## src/rtl/dl_bus_arbiter.sv

```systemverilog
// Load-port arbiter for the core: muxes the HPS download stream and the high-score
// engine onto dn_addr/dn_data/dn_wr, and sequences core_reset around downloads.
`timescale 1ns/1ps

module dl_bus_arbiter #(
  parameter int unsigned ROM_SIZE    = 65536,
  parameter int unsigned HOLD_CYCLES = 16
) (
  input  logic        clk_sys,
  input  logic        reset_n,
  input  logic        ioctl_download,
  input  logic        ioctl_wr,
  input  logic [24:0] ioctl_addr,
  input  logic [7:0]  ioctl_dout,
  input  logic        hs_req,
  input  logic [15:0] hs_addr,
  input  logic [7:0]  hs_data,
  output logic        hs_ack,
  output logic [15:0] dn_addr,
  output logic [7:0]  dn_data,
  output logic        dn_wr,
  output logic        core_reset,
  output logic        dl_busy,
  output logic        dl_overflow,
  output logic [16:0] dl_bytes
);

  typedef enum logic [1:0] {
    ST_HOLD = 2'd0,
    ST_RUN  = 2'd1,
    ST_DL   = 2'd2
  } state_e;

  localparam logic [24:0] ROM_LIMIT   = 25'(ROM_SIZE);
  localparam logic [16:0] BYTES_MAX   = 17'(ROM_SIZE);
  localparam logic [7:0]  HOLD_RELOAD = 8'(HOLD_CYCLES - 1);

  state_e      state_q, state_d;
  logic [7:0]  hold_cnt_q, hold_cnt_d;
  logic        core_reset_q, core_reset_d;
  logic        dl_busy_q, dl_busy_d;
  logic        dl_overflow_q, dl_overflow_d;
  logic [16:0] dl_bytes_q, dl_bytes_d;
  logic        dn_wr_q, dn_wr_d;
  logic [15:0] dn_addr_q, dn_addr_d;
  logic [7:0]  dn_data_q, dn_data_d;
  logic        hs_ack_q, hs_ack_d;

  logic enter_dl, dl_accept, dl_drop, hs_grant;

  // NOTE: reset is sampled on the clock edge only, so it lives inside the
  // clocked branch rather than in the sensitivity list.
  always_ff @(posedge clk_sys) begin
    if (!reset_n) begin
      state_q       <= ST_HOLD;
      hold_cnt_q    <= HOLD_RELOAD;
      core_reset_q  <= 1'b1;
      dl_busy_q     <= 1'b0;
      dl_overflow_q <= 1'b0;
      dl_bytes_q    <= '0;
      dn_wr_q       <= 1'b0;
      dn_addr_q     <= '0;
      dn_data_q     <= '0;
      hs_ack_q      <= 1'b0;
    end else begin
      // NOTE: non-blocking assignments keep every flop reading pre-edge values.
      state_q       <= state_d;
      hold_cnt_q    <= hold_cnt_d;
      core_reset_q  <= core_reset_d;
      dl_busy_q     <= dl_busy_d;
      dl_overflow_q <= dl_overflow_d;
      dl_bytes_q    <= dl_bytes_d;
      dn_wr_q       <= dn_wr_d;
      dn_addr_q     <= dn_addr_d;
      dn_data_q     <= dn_data_d;
      hs_ack_q      <= hs_ack_d;
    end
  end

  // Next-state: a download request always wins, including over an expiring hold.
  always_comb begin
    // NOTE: defaults first so no path through the case leaves a latch behind.
    state_d    = state_q;
    hold_cnt_d = hold_cnt_q;
    unique case (state_q)
      ST_HOLD: begin
        if (ioctl_download)        state_d = ST_DL;
        else if (hold_cnt_q == '0) state_d = ST_RUN;
        else                       hold_cnt_d = hold_cnt_q - 8'd1;
      end
      ST_RUN: begin
        if (ioctl_download) state_d = ST_DL;
      end
      ST_DL: begin
        if (!ioctl_download) begin
          state_d    = ST_HOLD;
          hold_cnt_d = HOLD_RELOAD;
        end
      end
      default: begin
        state_d    = ST_HOLD;
        hold_cnt_d = HOLD_RELOAD;
      end
    endcase
  end

  // Outputs: everything is registered, so these are the _d values of the output flops.
  always_comb begin
    enter_dl  = (state_d == ST_DL) && (state_q != ST_DL);
    dl_accept = (state_q == ST_DL) && ioctl_wr && (ioctl_addr < ROM_LIMIT);
    dl_drop   = (state_q == ST_DL) && ioctl_wr && !(ioctl_addr < ROM_LIMIT);
    hs_grant  = (state_q == ST_RUN) && !ioctl_download && hs_req && !hs_ack_q;

    dn_wr_d       = 1'b0;
    dn_addr_d     = dn_addr_q;
    dn_data_d     = dn_data_q;
    hs_ack_d      = 1'b0;
    dl_bytes_d    = dl_bytes_q;
    dl_overflow_d = dl_overflow_q;

    if (dl_accept) begin
      dn_wr_d   = 1'b1;
      dn_addr_d = ioctl_addr[15:0];
      dn_data_d = ioctl_dout;
      if (dl_bytes_q != BYTES_MAX) dl_bytes_d = dl_bytes_q + 17'd1;
    end else if (hs_grant) begin
      dn_wr_d   = 1'b1;
      dn_addr_d = hs_addr;
      dn_data_d = hs_data;
      hs_ack_d  = 1'b1;
    end

    if (dl_drop) dl_overflow_d = 1'b1;

    // A fresh download starts its statistics from zero on the entering edge.
    if (enter_dl) begin
      dl_bytes_d    = '0;
      dl_overflow_d = 1'b0;
    end

    core_reset_d = (state_d != ST_RUN);
    dl_busy_d    = (state_d == ST_DL);
  end

  assign hs_ack      = hs_ack_q;
  assign dn_addr     = dn_addr_q;
  assign dn_data     = dn_data_q;
  assign dn_wr       = dn_wr_q;
  assign core_reset  = core_reset_q;
  assign dl_busy     = dl_busy_q;
  assign dl_overflow = dl_overflow_q;
  assign dl_bytes    = dl_bytes_q;

endmodule

```

## config.mk

```make
export PLATFORM = sky130hd
export DESIGN_NAME = dl_bus_arbiter
export DESIGN_NICKNAME = d
export VERILOG_FILES = /design/src/rtl/dl_bus_arbiter.sv
export SDC_FILE = /design/constraint.sdc
export NUM_CORES = 1
export LEC_CHECK = 0
export BUFFER_PORTS_ARGS = -buffer_cell sky130_fd_sc_hd__buf_4
export CAP_MARGIN = 15
export CORE_ASPECT_RATIO = 1.5
export CORE_UTILIZATION = 53
export CTS_BUF_LIST = sky130_fd_sc_hd__clkbuf_8
export CTS_CLUSTER_DIAMETER = 50
export CTS_CLUSTER_SIZE = 24
export DETAILED_ROUTE_END_ITERATION = 8
export PLACE_DENSITY = 0.94
export SETUP_SLACK_MARGIN = 0.02
export SYNTH_ARGS = -nofsm -noshare
export SYNTH_HDL_FRONTEND = slang
export SYNTH_SLANG_ARGS = --single-unit
```

## constraint.sdc

```tcl
create_clock -name clk_sys -period 5.6 [get_ports clk_sys]
set_clock_uncertainty 0.15 [all_clocks]
set_input_delay 0.28 -clock clk_sys [delete_from_list [all_inputs] [get_ports clk_sys]]
set_output_delay 0.28 -clock clk_sys [all_outputs]
set_load 0.02 [all_outputs]
```

==> key figures, run 1 <==
Drt
  – Final wirelength: 6.76 mm
  – Drt first-iter violations: 149
  – Drt pass-1 iters: 4
  – Residual DRC count: 0
  – DR vias: 2558
  – Routed length per instance: 14.9 um
  – Vias per inst: 5.66
  – Routed Antenna Nets: 0

Finish
  – Final core occ: 76.8%
  – Most common cell after layout, fill and taps aside: buf_4
  – Most frequent cells in the layout: buf_4, dfxtp_1, nor2_1
  – Nets@finish: 452
  – Share of layout cells above drive strength 1: 31.7%
  – Antenna Cells: 0
  – Fillers: 331
  – Layout area overhead: 38.1%

Worst setup path
  – Type of origin of the critical path: flip-flop
  – Critical path class: flip-flop to flip-flop
  – CP endpoint kind: flip-flop
  – Worst R2R End: dl_bytes[14]$_SDFFE_PP0P_
  – RR Startpoint: state_q[1]$_SDFF_PN0_
  – Worst EP required: 5710 ps
  – Register-to-Register Path Depth: 5
  – CP Max Fanout: 15
  – Crit path arrival time: 2460 ps
  – Critical Path End: dl_bytes[14]$_SDFFE_PP0P_
  – Critical Path Source: state_q[1]$_SDFF_PN0_
  – R2r setup slk: 3250 ps

Timing
  – Hold Fails Final Rpt: 0
  – Slew at the pin closest to its max-slew limit: 910 ps
  – Slew HR: 39.3%
  – Setup TNS: 0 ps
  – Pins Over Slew Limit: 0
  – Period minus WS final: 2350 ps
  – Tcrit/Tclk final: 42.0%
  – RSZ-0062 raised after global routing: false
  – Final setup viols: 0
  – FMAX: 426 MHz

Pwr
  – P per Cell Area: 214 nW/um2
  – Max IR drop VDD: 0.175 mV
  – Pleak: 1.61 nW

Die
  – Initial Util: 55.6%
  – Area of the die: 5090 um2
  – I/O pin count: 108
  – Core area: 4580 um2
  – Die Height: 86.9 um
  – Die boundary width: 58.6 um
  – Row count: 30

Job
  – Max_cap viols: 0

Clock network
  – Hold Buf Count CTS: 0
  – CTS H-Tree Depth: 2
  – Clk_lat worst skew: 320 ps
  – Post-CTS setup buffer count: 0
  – CTS Root Buffer Type: clkbuf_8
  – Bufs on Longest Clock Path: 2
  – Cells resized by post-CTS repair: 0
  – Clk slew on worst S/H paths: 110 ps
  – CTS tree: yes
  – CTS Buf Count: 5
  – TritonCTS Sinks: 56

Yosys
  – Post-Syn Nets: 350
  – Syn_area_per_cell: 8.94 um2
  – Synth cell types: 38
  – Post-Synthesis Cells: 285
  – Post-synthesis sequential area ratio: 44.0%
  – Mapped cell area: 2550 um2
  – Synth warnings: 0
  – Synthesized flop and latch total: 56

Placement
  – Gp weighted congestion: 0.884
  – # port buffers: 107
  – Post-DP HPWL: 4.93 mm

Global routing
  – Vias in the first global route: 2408
  – Initial antenna violation count: 0
  – Grt total ovfl: 0
  – Total GRT Usage: 26.8%
  – First-pass GRT wire length: 10.3 mm
  – Largest net degree at the start of global routing: 50

Worst hold path
  – Hold/Removal Path Class: input port to flip-flop

Status
  – Status: finished clean
-- routing by layer --
metal	up-vias	routed length, um	global-route usage [%]
met1	1193	2590	29.3
met4	0	223	13.4
met2	107	3370	46.1
li1	1238	-	-
met5	-	0	0
met3	20	575	8.32
-- synthesized netlist by cell type (all sizes together) --
library cell  count  share of area [%]
nand3             8                1.8
mux2i            24                9.4
o21a              3               0.88
nor3b             1               0.29
ha                3                1.5
nor3              5               0.98
a211oi           26                7.7
nand4b            1               0.34
buf               5               0.93
and2              1               0.25
or4               3               0.88
clkbuf           10                1.5
xnor2             3                1.0
nor4              5                2.1
and3b             1               0.34
o211ai            5                1.5
nand2            18                2.7
or3               8                2.0
nand2b            1               0.25
nand4             6                1.5
inv               8                1.2
or2               1               0.25
and4              3                1.0
dfxtp            56                 44
a21oi            13                2.7
o2111ai           3                1.0
o21ai            11                2.2
nor2             41                6.0
nand3b            1               0.29
xor2              8                2.8
nor4b             2               0.69
and3              1               0.25
-- metrics by stage --
step	hold slack, ps	total power [mW]	std cells	cell area (um2)	setup WS (ps)
detailed placement	314	0.467	443	3380	3300
CTS	38.2	0.752	451	3510	3260
global route	37.3	0.773	452	3520	3110
floorplan	222	0.429	285	2550	3530
finish	53.2	0.751	452	3520	3250
global placement	317	0.466	443	3380	3370
-- where the power goes --
| group | switching [mW] | internal, mW |
|---|---|---|
| clock network | 0.134 | 0.158 |
| registers | 0.00292 | 0.401 |
| logic | 0.0225 | 0.0333 |
-- how the worst min path moves through the flow --
stage	depth (start not counted)	endpoint	slack (ps)	from
final	2	state_q[0]$_SDFF_PN0_	50	ioctl_download
after global routing	2	state_q[0]$_SDFF_PN0_	40	ioctl_download
after CTS	2	state_q[0]$_SDFF_PN0_	40	ioctl_download
after detailed placement	2	dl_overflow$_SDFFE_PP0P_	310	dl_overflow$_SDFFE_PP0P_
after global placement	2	dl_overflow$_SDFFE_PP0P_	320	dl_overflow$_SDFFE_PP0P_
after floorplan	1	state_q[0]$_SDFF_PN0_	220	ioctl_download
-- worst max-delay path: stages (launching register included) --
cell and delay (ps):
dfxtp_1 600, and3b_1 300, and4_1 230, nand4_1 350, or4_1 580, o21ai_1 80
-- cell families after synthesis --
family                     share of synthesized area [%]
buffers and inverters                               3.59
DFF                                                 44.0
xor gates and xnor gates                            3.78
and+or+nand+nor                                     21.8
AOI/OAI and AO/OA                                   15.9
muxes                                               9.43
adders and majority gates                           1.47
-- state kept, by name, indices dropped and copies added (netlist names) --
signal / flops
state_q: 2
hold_cnt_q: 8
dl_overflow: 1
dl_bytes: 17
dn_data: 8
dn_wr: 1
hs_ack: 1
dn_addr: 16
dl_busy: 1
core_reset: 1
-- final cells by class --
type / instances / area (um2) / area share [%]
tap: 64 / 80.1 / 2.28
clock inverter: 1 / 30.0 / 0.853
multi-input combinational: 206 / 1340 / 37.9
sequential: 56 / 1120 / 31.9
inverter: 8 / 30.0 / 0.853
clock buffer: 7 / 96.3 / 2.74
timing repair buffer: 110 / 826 / 23.5
Note: power is estimated with default switching activity, not from simulation.
==> inputs of run 2 (changes only) <==
--- a/config.mk
+++ b/config.mk
@@ -5,15 +5,16 @@
 export SDC_FILE = /design/constraint.sdc
 export NUM_CORES = 1
 export LEC_CHECK = 0
+export ABC_AREA = 1
 export BUFFER_PORTS_ARGS = -buffer_cell sky130_fd_sc_hd__buf_4
 export CAP_MARGIN = 15
 export CORE_ASPECT_RATIO = 1.5
-export CORE_UTILIZATION = 53
+export CORE_UTILIZATION = 46
 export CTS_BUF_LIST = sky130_fd_sc_hd__clkbuf_8
 export CTS_CLUSTER_DIAMETER = 50
 export CTS_CLUSTER_SIZE = 24
 export DETAILED_ROUTE_END_ITERATION = 8
-export PLACE_DENSITY = 0.94
+export PLACE_DENSITY = 0.85
 export SETUP_SLACK_MARGIN = 0.02
 export SYNTH_ARGS = -nofsm -noshare
 export SYNTH_HDL_FRONTEND = slang
==> constraint.sdc (replaced) <==
create_clock -name clk_sys -period 2 [get_ports clk_sys]
set_clock_uncertainty 0.15 [all_clocks]
set_input_delay 0.1 -clock clk_sys [delete_from_list [all_inputs] [get_ports clk_sys]]
set_output_delay 0.1 -clock clk_sys [all_outputs]
set_load 0.02 [all_outputs]
==> run 2 against run 1 <==
Sequential power grew to 2.8 times the previous value; critical path depth grew 3; clock-buffer cell count shrank 2; synthesized area grew 14%; fmax grew 30%; largest cell class unchanged; register-to-register slack lost 3100 ps; combinational power grew to 4.4 times the previous value.
==> key figures, run 2 <==
Global routing
  – Busiest grt layer: met2
  – Grt total ovfl: 0
  – Vias in the first global route: 3454
  – First-pass GRT wire length: 15.8 mm
  – Total GRT Usage: 30.7%
  – Grt met3 use: 10.7%
  – Initial antenna violation count: 0
  – GR Util met2: 50.4%
  – Met1 Use GR: 34.9%
  – Largest net degree at the start of global routing: 50

Yosys
  – Synth cell types: 23
  – Cell accounting for the most synthesized area: dfxtp_1
  – Top-area cell type share of the netlist area: 38.6%
  – Syn_area_per_cell: 6.24 um2
  – Most common cell in the synthesized netlist: nand2_1
  – Synth warnings: 0
  – Post-Synthesis Cells: 465
  – Ys flop type: dfxtp_1
  – Synthesized flop and latch total: 56
  – Post-Syn Nets: 530
  – Asr flop ratio synth: 0%
  – Synth top cells by count: nand2_1, nor2_1, dfxtp_1, nand3_1, inv_1
  – Post-synth EDFFs: 0
  – Synth area leaders: dfxtp_1, nand2_1, nor2_1
  – Post-synthesis sequential area ratio: 38.6%
  – Mapped cell area: 2900 um2

Clock network
  – CTS Buf Count: 5
  – CTS tree: yes
  – Clk_lat worst skew: 320 ps
  – CTS Root Buffer Type: clkbuf_8
  – TritonCTS Sinks: 56
  – Clk slew on worst S/H paths: 110 ps
  – CTS H-Tree Depth: 2
  – Bufs on Longest Clock Path: 2

Drt
  – Final wirelength: 9.80 mm
  – DR vias: 3654
  – Drt first-iter violations: 208
  – Routed length per instance: 14.1 um
  – Routed Antenna Nets: 0
  – Drt pass-1 iters: 5
  – Vias per inst: 5.25
  – Residual DRC count: 0

Worst setup path
  – Critical path class: flip-flop to flip-flop
  – R2r setup slk: 190 ps
  – WP depth: 8
  – CP endpoint kind: flip-flop
  – Critical Path Source: state_q[1]$_SDFF_PN0_
  – Worst Path Buf+Inv: 2
  – Type of origin of the critical path: flip-flop
  – Worst stage delay on the critical path: 410 ps
  – CP Max Fanout: 49
  – Crit path max-delay family: simple AND/OR/NAND/NOR gates
  – Register-to-Register Path Depth: 8
  – CP max-delay cell: dfxtp_1
  – RR Startpoint: state_q[1]$_SDFF_PN0_
  – Worst EP required: 2090 ps
  – Crit path arrival time: 1900 ps
  – Worst R2R End: dn_data[2]$_SDFFE_PN0P_
  – Critical Path End: dn_data[2]$_SDFFE_PN0P_
  – Crit path cell chain: inv_2 -> nor2_1 -> nand2_1 -> nor3_4 -> inv_4 -> nand3_1 -> nand2_1 -> nor2_1

Finish
  – Most common cell after layout, fill and taps aside: nand2_1
  – Antenna Cells: 0
  – Most frequent cells in the layout: nand2_1, buf_4, nor2_1
  – Finished Cell Area: 4380 um2
  – Share of layout cells above drive strength 1: 20.9%
  – Nets@finish: 686
  – Layout area overhead: 50.9%
  – Max reg flops: 17

Die
  – Core area: 6130 um2
  – Initial Util: 47.3%
  – I/O pin count: 108
  – Die Height: 99.3 um
  – Row count: 35
  – Die boundary width: 66.9 um
  – Area of the die: 6640 um2

Pwr
  – Pleak: 2.12 nW
  – P per Cell Area: 466 nW/um2
  – Max IR drop VDD: 0.391 mV

Placement
  – Placed cell area: 3770 um2
  – # port buffers: 107
  – Gp weighted congestion: 0.862
  – Post-DP HPWL: 5.67 mm

Timing
  – Hold Fails Final Rpt: 0
  – Final setup viols: 0
  – FMAX: 553 MHz
  – Tcrit/Tclk final: 90.4%
  – Slew HR: 69.0%
  – Slew at the pin closest to its max-slew limit: 465 ps
  – Setup TNS: 0 ps
  – Hold_ws: 75.3 ps
  – RSZ-0062 raised after global routing: false
  – Pins Over Slew Limit: 0
  – Period minus WS final: 1810 ps

Status
  – Status: finished clean

Worst hold path
  – Hold/Removal Path Class: input port to flip-flop

Job
  – Max_cap viols: 0
-- run 2: cell families (layout without fill, tap and decap cells) --
kind of cell,after synthesis,in the layout,share of synthesized area (%)
DFF,56,56,38.6
xor gates and xnor gates,8,8,2.41
buffers and inverters,50,207,7.28
AOI/OAI and AO/OA,26,26,4.78
adders and majority gates,3,3,1.29
and+or+nand+nor,322,322,45.6
-- run 2: metrics by stage --
step           util [%]  setup WS (ps)  instances  power (mW)
2_1_floorplan         -            227        465        1.20
3_3_place_gp       61.6            260        638        1.30
3_5_place_dp       61.6            193        638        1.31
4_1_cts            71.3            166        696        2.05
5_1_grt            71.4           43.1        696        2.11
6_report           71.4            191        696        2.04
-- run 2: where the power goes --
part           switching [mW]  internal, mW
registers             0.00536          1.12
clock network           0.415         0.257
logic                  0.0870         0.157
-- run 2: timing repair --
action,in CTS,in global routing
hold buffers,50,0
setup endpoints to repair,0,23
buffers inserted,0,0
endpoints found under the hold margin,28,0
gates resized for setup,0,4
-- run 2: how the worst min path moves through the flow --
stage,start,endpoint,slack [ps],cells after the start
after floorplan,ioctl_addr[0],dn_addr[0]$_SDFFE_PN0P_,80,2
after global placement,ioctl_addr[15],dn_addr[15]$_SDFFE_PN0P_,170,3
after detailed placement,ioctl_addr[3],dn_addr[3]$_SDFFE_PN0P_,180,3
after CTS,ioctl_wr,dl_overflow$_SDFFE_PP0P_,60,5
after global routing,ioctl_wr,dl_overflow$_SDFFE_PP0P_,130,5
final,ioctl_wr,dl_overflow$_SDFFE_PP0P_,80,5
-- run 2: worst register-to-register path, cell delays in order, from the launching register on --
cell and delay [ps]:
dfxtp_1 410, inv_2 70, nor2_1 80, nand2_1 100, nor3_4 290, inv_4 250
nand3_1 140, nand2_1 70, nor2_1 160
-- run 2: layer usage --
| layer | up-vias | part of all wire (%) |
|---|---|---|
| met5 | - | 0 |
| li1 | 1767 | - |
| met1 | 1679 | 39 |
| met4 | 0 | 2.7 |
| met3 | 24 | 9.5 |
| met2 | 184 | 49 |
-- run 2: area by class of cell --
cell class,count,area (um2)
well taps,74,92.6
fillers,458,1750
multi-input cells,359,1580
inverters,34,130
flip-flops and latches,56,1120
clock buffers,5,68.8
clock inverters,3,25.0
repair buffers,165,1370
==> inputs of run 3 (changes only) <==
--- a/config.mk
+++ b/config.mk
@@ -5,16 +5,15 @@
 export SDC_FILE = /design/constraint.sdc
 export NUM_CORES = 1
 export LEC_CHECK = 0
-export ABC_AREA = 1
 export BUFFER_PORTS_ARGS = -buffer_cell sky130_fd_sc_hd__buf_4
 export CAP_MARGIN = 15
 export CORE_ASPECT_RATIO = 1.5
-export CORE_UTILIZATION = 46
+export CORE_UTILIZATION = 44
 export CTS_BUF_LIST = sky130_fd_sc_hd__clkbuf_8
 export CTS_CLUSTER_DIAMETER = 50
-export CTS_CLUSTER_SIZE = 24
 export DETAILED_ROUTE_END_ITERATION = 8
-export PLACE_DENSITY = 0.85
+export PLACE_DENSITY = 0.84
+export REMOVE_ABC_BUFFERS = 1
 export SETUP_SLACK_MARGIN = 0.02
 export SYNTH_ARGS = -nofsm -noshare
 export SYNTH_HDL_FRONTEND = slang
==> run 3 against run 2 <==
The flow now finishes with violations (negative hold slack); critical endpoint is now dl_bytes[12]$_SDFFE_PP0P_; clock power down 14%; hold slack worse by 82 ps; cell count shrank 25%; critical path type unchanged; design area shrank 6.3%; die area shrank 8.1%; wire length is 15% lower; largest cell class is now non-clock buffers; setup slack lost 160 ps; sequential cell count unchanged.
==> key figures, run 3 (synthesized netlist as in run 1, its figures left out) <==
Status
  – Status: complete, but fails checks
  – Failing checks: negative hold slack

Placement
  – Worst slack at placement: 84.8 ps
  – Placed cell area: 3520 um2
  – # port buffers: 107
  – Gp weighted congestion: 0.858
  – Cells after DPL: 464
  – Post-DP HPWL: 5.11 mm

Clock network
  – Clk slew on worst S/H paths: 90 ps
  – CTS Buf Count: 5
  – Clk_lat worst skew: 310 ps
  – CTS Root Buffer Type: clkbuf_8
  – CTS tree: yes
  – Bufs on Longest Clock Path: 2
  – CTS H-Tree Depth: 2
  – TritonCTS Sinks: 56

Finish
  – Share of layout cells above drive strength 1: 32.2%
  – Final core occ: 74.2%
  – Most frequent cells in the layout: buf_4, dfxtp_1, dlygate4sd3_1
  – Max reg flops: 17
  – Final cell count without fillers: 521
  – Most common cell after layout, fill and taps aside: buf_4
  – Nets@finish: 515
  – Layout area overhead: 61.2%
  – Finished Cell Area: 4110 um2

Die
  – Die boundary width: 64.1 um
  – Area of the die: 6100 um2
  – I/O pin count: 108
  – Die Height: 95.2 um
  – Core area: 5530 um2
  – Row count: 33
  – Initial Util: 46.0%

Worst setup path
  – CP max-delay cell: dfxtp_2
  – Crit path cell chain: inv_2 -> ha_2 -> nor4b_1 -> nand4_1 -> nand4_1 -> buf_6 -> or3_1 -> a21oi_1
  – Worst R2R End: dl_bytes[12]$_SDFFE_PP0P_
  – Worst Path Buf+Inv: 2
  – Register-to-Register Path Depth: 8
  – Crit path max-delay family: simple AND/OR/NAND/NOR gates
  – Critical path class: flip-flop to flip-flop
  – CP most frequent cell: nand4_1
  – RR Startpoint: dl_bytes[0]$_SDFFE_PP0P_
  – Worst stage delay on the critical path: 340 ps
  – CP Max Fanout: 5
  – Type of origin of the critical path: flip-flop
  – R2r setup slk: 30 ps
  – Crit path arrival time: 2050 ps
  – CP endpoint kind: flip-flop
  – Worst EP required: 2080 ps

Timing
  – RSZ-0062 raised after global routing: true
  – Hold_ws: -6.66 ps
  – Period minus WS final: 1970 ps
  – Final setup margin: 32.1 ps
  – Final setup viols: 0
  – Slew HR: 66.0%
  – Pins Over Slew Limit: 0
  – Slew at the pin closest to its max-slew limit: 510 ps
  – FMAX: 508 MHz
  – Tcrit/Tclk final: 98.4%
  – Hold Fails Final Rpt: 1

Global routing
  – First-pass GRT wire length: 12.6 mm
  – Grt total ovfl: 0
  – Initial antenna violation count: 0
  – Total GRT Usage: 27.1%
  – Vias in the first global route: 2831
  – Largest net degree at the start of global routing: 50

Pwr
  – Pleak: 1.87 nW
  – Reg power frac: 57.7%
  – Max IR drop VDD: 0.421 mV
  – P per Cell Area: 476 nW/um2
  – Clk pwr share: 29.8%
  – Pint: 1.51 mW
  – Switch Pwr: 0.440 mW
  – Combinational share of power: 12.6%
  – Switching Share: 22.5%
  – Power Total: 1.95 mW

Drt
  – Routed Antenna Nets: 0
  – Routed length per instance: 16.0 um
  – DR vias: 2883
  – Final wirelength: 8.31 mm
  – Drt first-iter violations: 152
  – Residual DRC count: 0
  – Vias per inst: 5.53
  – Drt pass-1 iters: 4

Job
  – Max_cap viols: 0

Worst hold path
  – Hold Path Stages: 5
  – WHS Endpoint: dl_overflow$_SDFFE_PP0P_
  – Hold_sp: ioctl_addr[18]
  – Hold/Removal Path Class: input port to flip-flop
[run 3: changes by cell type in the layout (fill, tap and decap cells not counted), sizes merged, moves of 7 or more]
cell / change
buf: +12
mux2i: +24
or3: +8
a211oi: +26
nor2: -54
o21ai: +7
nand2: -145
inv: -27
a21oi: -7
nand3: -39
[run 3: stage by stage]
| step | hold slack [ps] | setup TNS [ps] |
|---|---|---|
| finish | -6.66 | 0 |
| global route | 16.5 | -110 |
| CTS | 2.47 | 0 |
| detailed placement | 171 | 0 |
| global placement | 181 | 0 |
| floorplan | 42.3 | -13800 |
[run 3: power by group through the flow]
stage	combinational, mW	clock, mW	sequential, mW
2_1_floorplan	0.0400	0	1.16
3_3_place_gp	0.163	0	1.15
3_5_place_dp	0.166	0	1.15
4_1_cts	0.236	0.595	1.13
5_1_grt	0.260	0.635	1.13
6_report	0.246	0.581	1.13
[run 3: worst register-to-register path, delay by kind of cell, from the launching register on]
kind	cells	cell delay [ps]
compound gates	1	160
fa+ha+maj	1	170
buf+inv	2	270
flops	1	340
simple gates	4	820
[run 3: how the worst max path moves through the flow]
stage                                  start                        end  slack [ps]  cells past startpoint
finish              dl_bytes[0]$_SDFFE_PP0P_  dl_bytes[12]$_SDFFE_PP0P_          30                      8
global route        dl_bytes[0]$_SDFFE_PP0P_  dl_bytes[12]$_SDFFE_PP0P_         -90                      8
CTS                 dl_bytes[0]$_SDFFE_PP0P_  dl_bytes[12]$_SDFFE_PP0P_          20                      8
detailed placement  dl_bytes[0]$_SDFFE_PP0P_  dl_bytes[12]$_SDFFE_PP0P_          80                      8
global placement    dl_bytes[0]$_SDFFE_PP0P_  dl_bytes[12]$_SDFFE_PP0P_         160                      8
floorplan              state_q[1]$_SDFF_PN0_    dn_addr[0]$_SDFFE_PN0P_        -530                      4
[run 3: timing repair]
item                                   4_1_cts  5_1_grt
setup buffers                                0        2
setup endpoints to repair                    0       14
hold buffers                                45        1
endpoints found under the hold margin       31        1
resized for setup                            0        9
[run 3: cell type report]
cell class | instances | area [um2]
clock buffer | 5 | 68.8
tap | 70 | 87.6
timing repair buffer | 173 | 1430
sequential | 56 | 1120
multi-input combinational | 206 | 1360
antenna | 1 | 2.50
clock inverter | 2 | 8.76
inverter | 8 | 30.0
fill | 393 | 1430
[run 3: routing by layer]
layer / wire, um / vias up / GRT usage [%]
met5: 0 / - / 0
met4: 316 / 0 / 15.7
met3: 406 / 33 / 5.86
met2: 4640 / 117 / 51.5
met1: 2950 / 1370 / 26.8
li1: - / 1363 / -
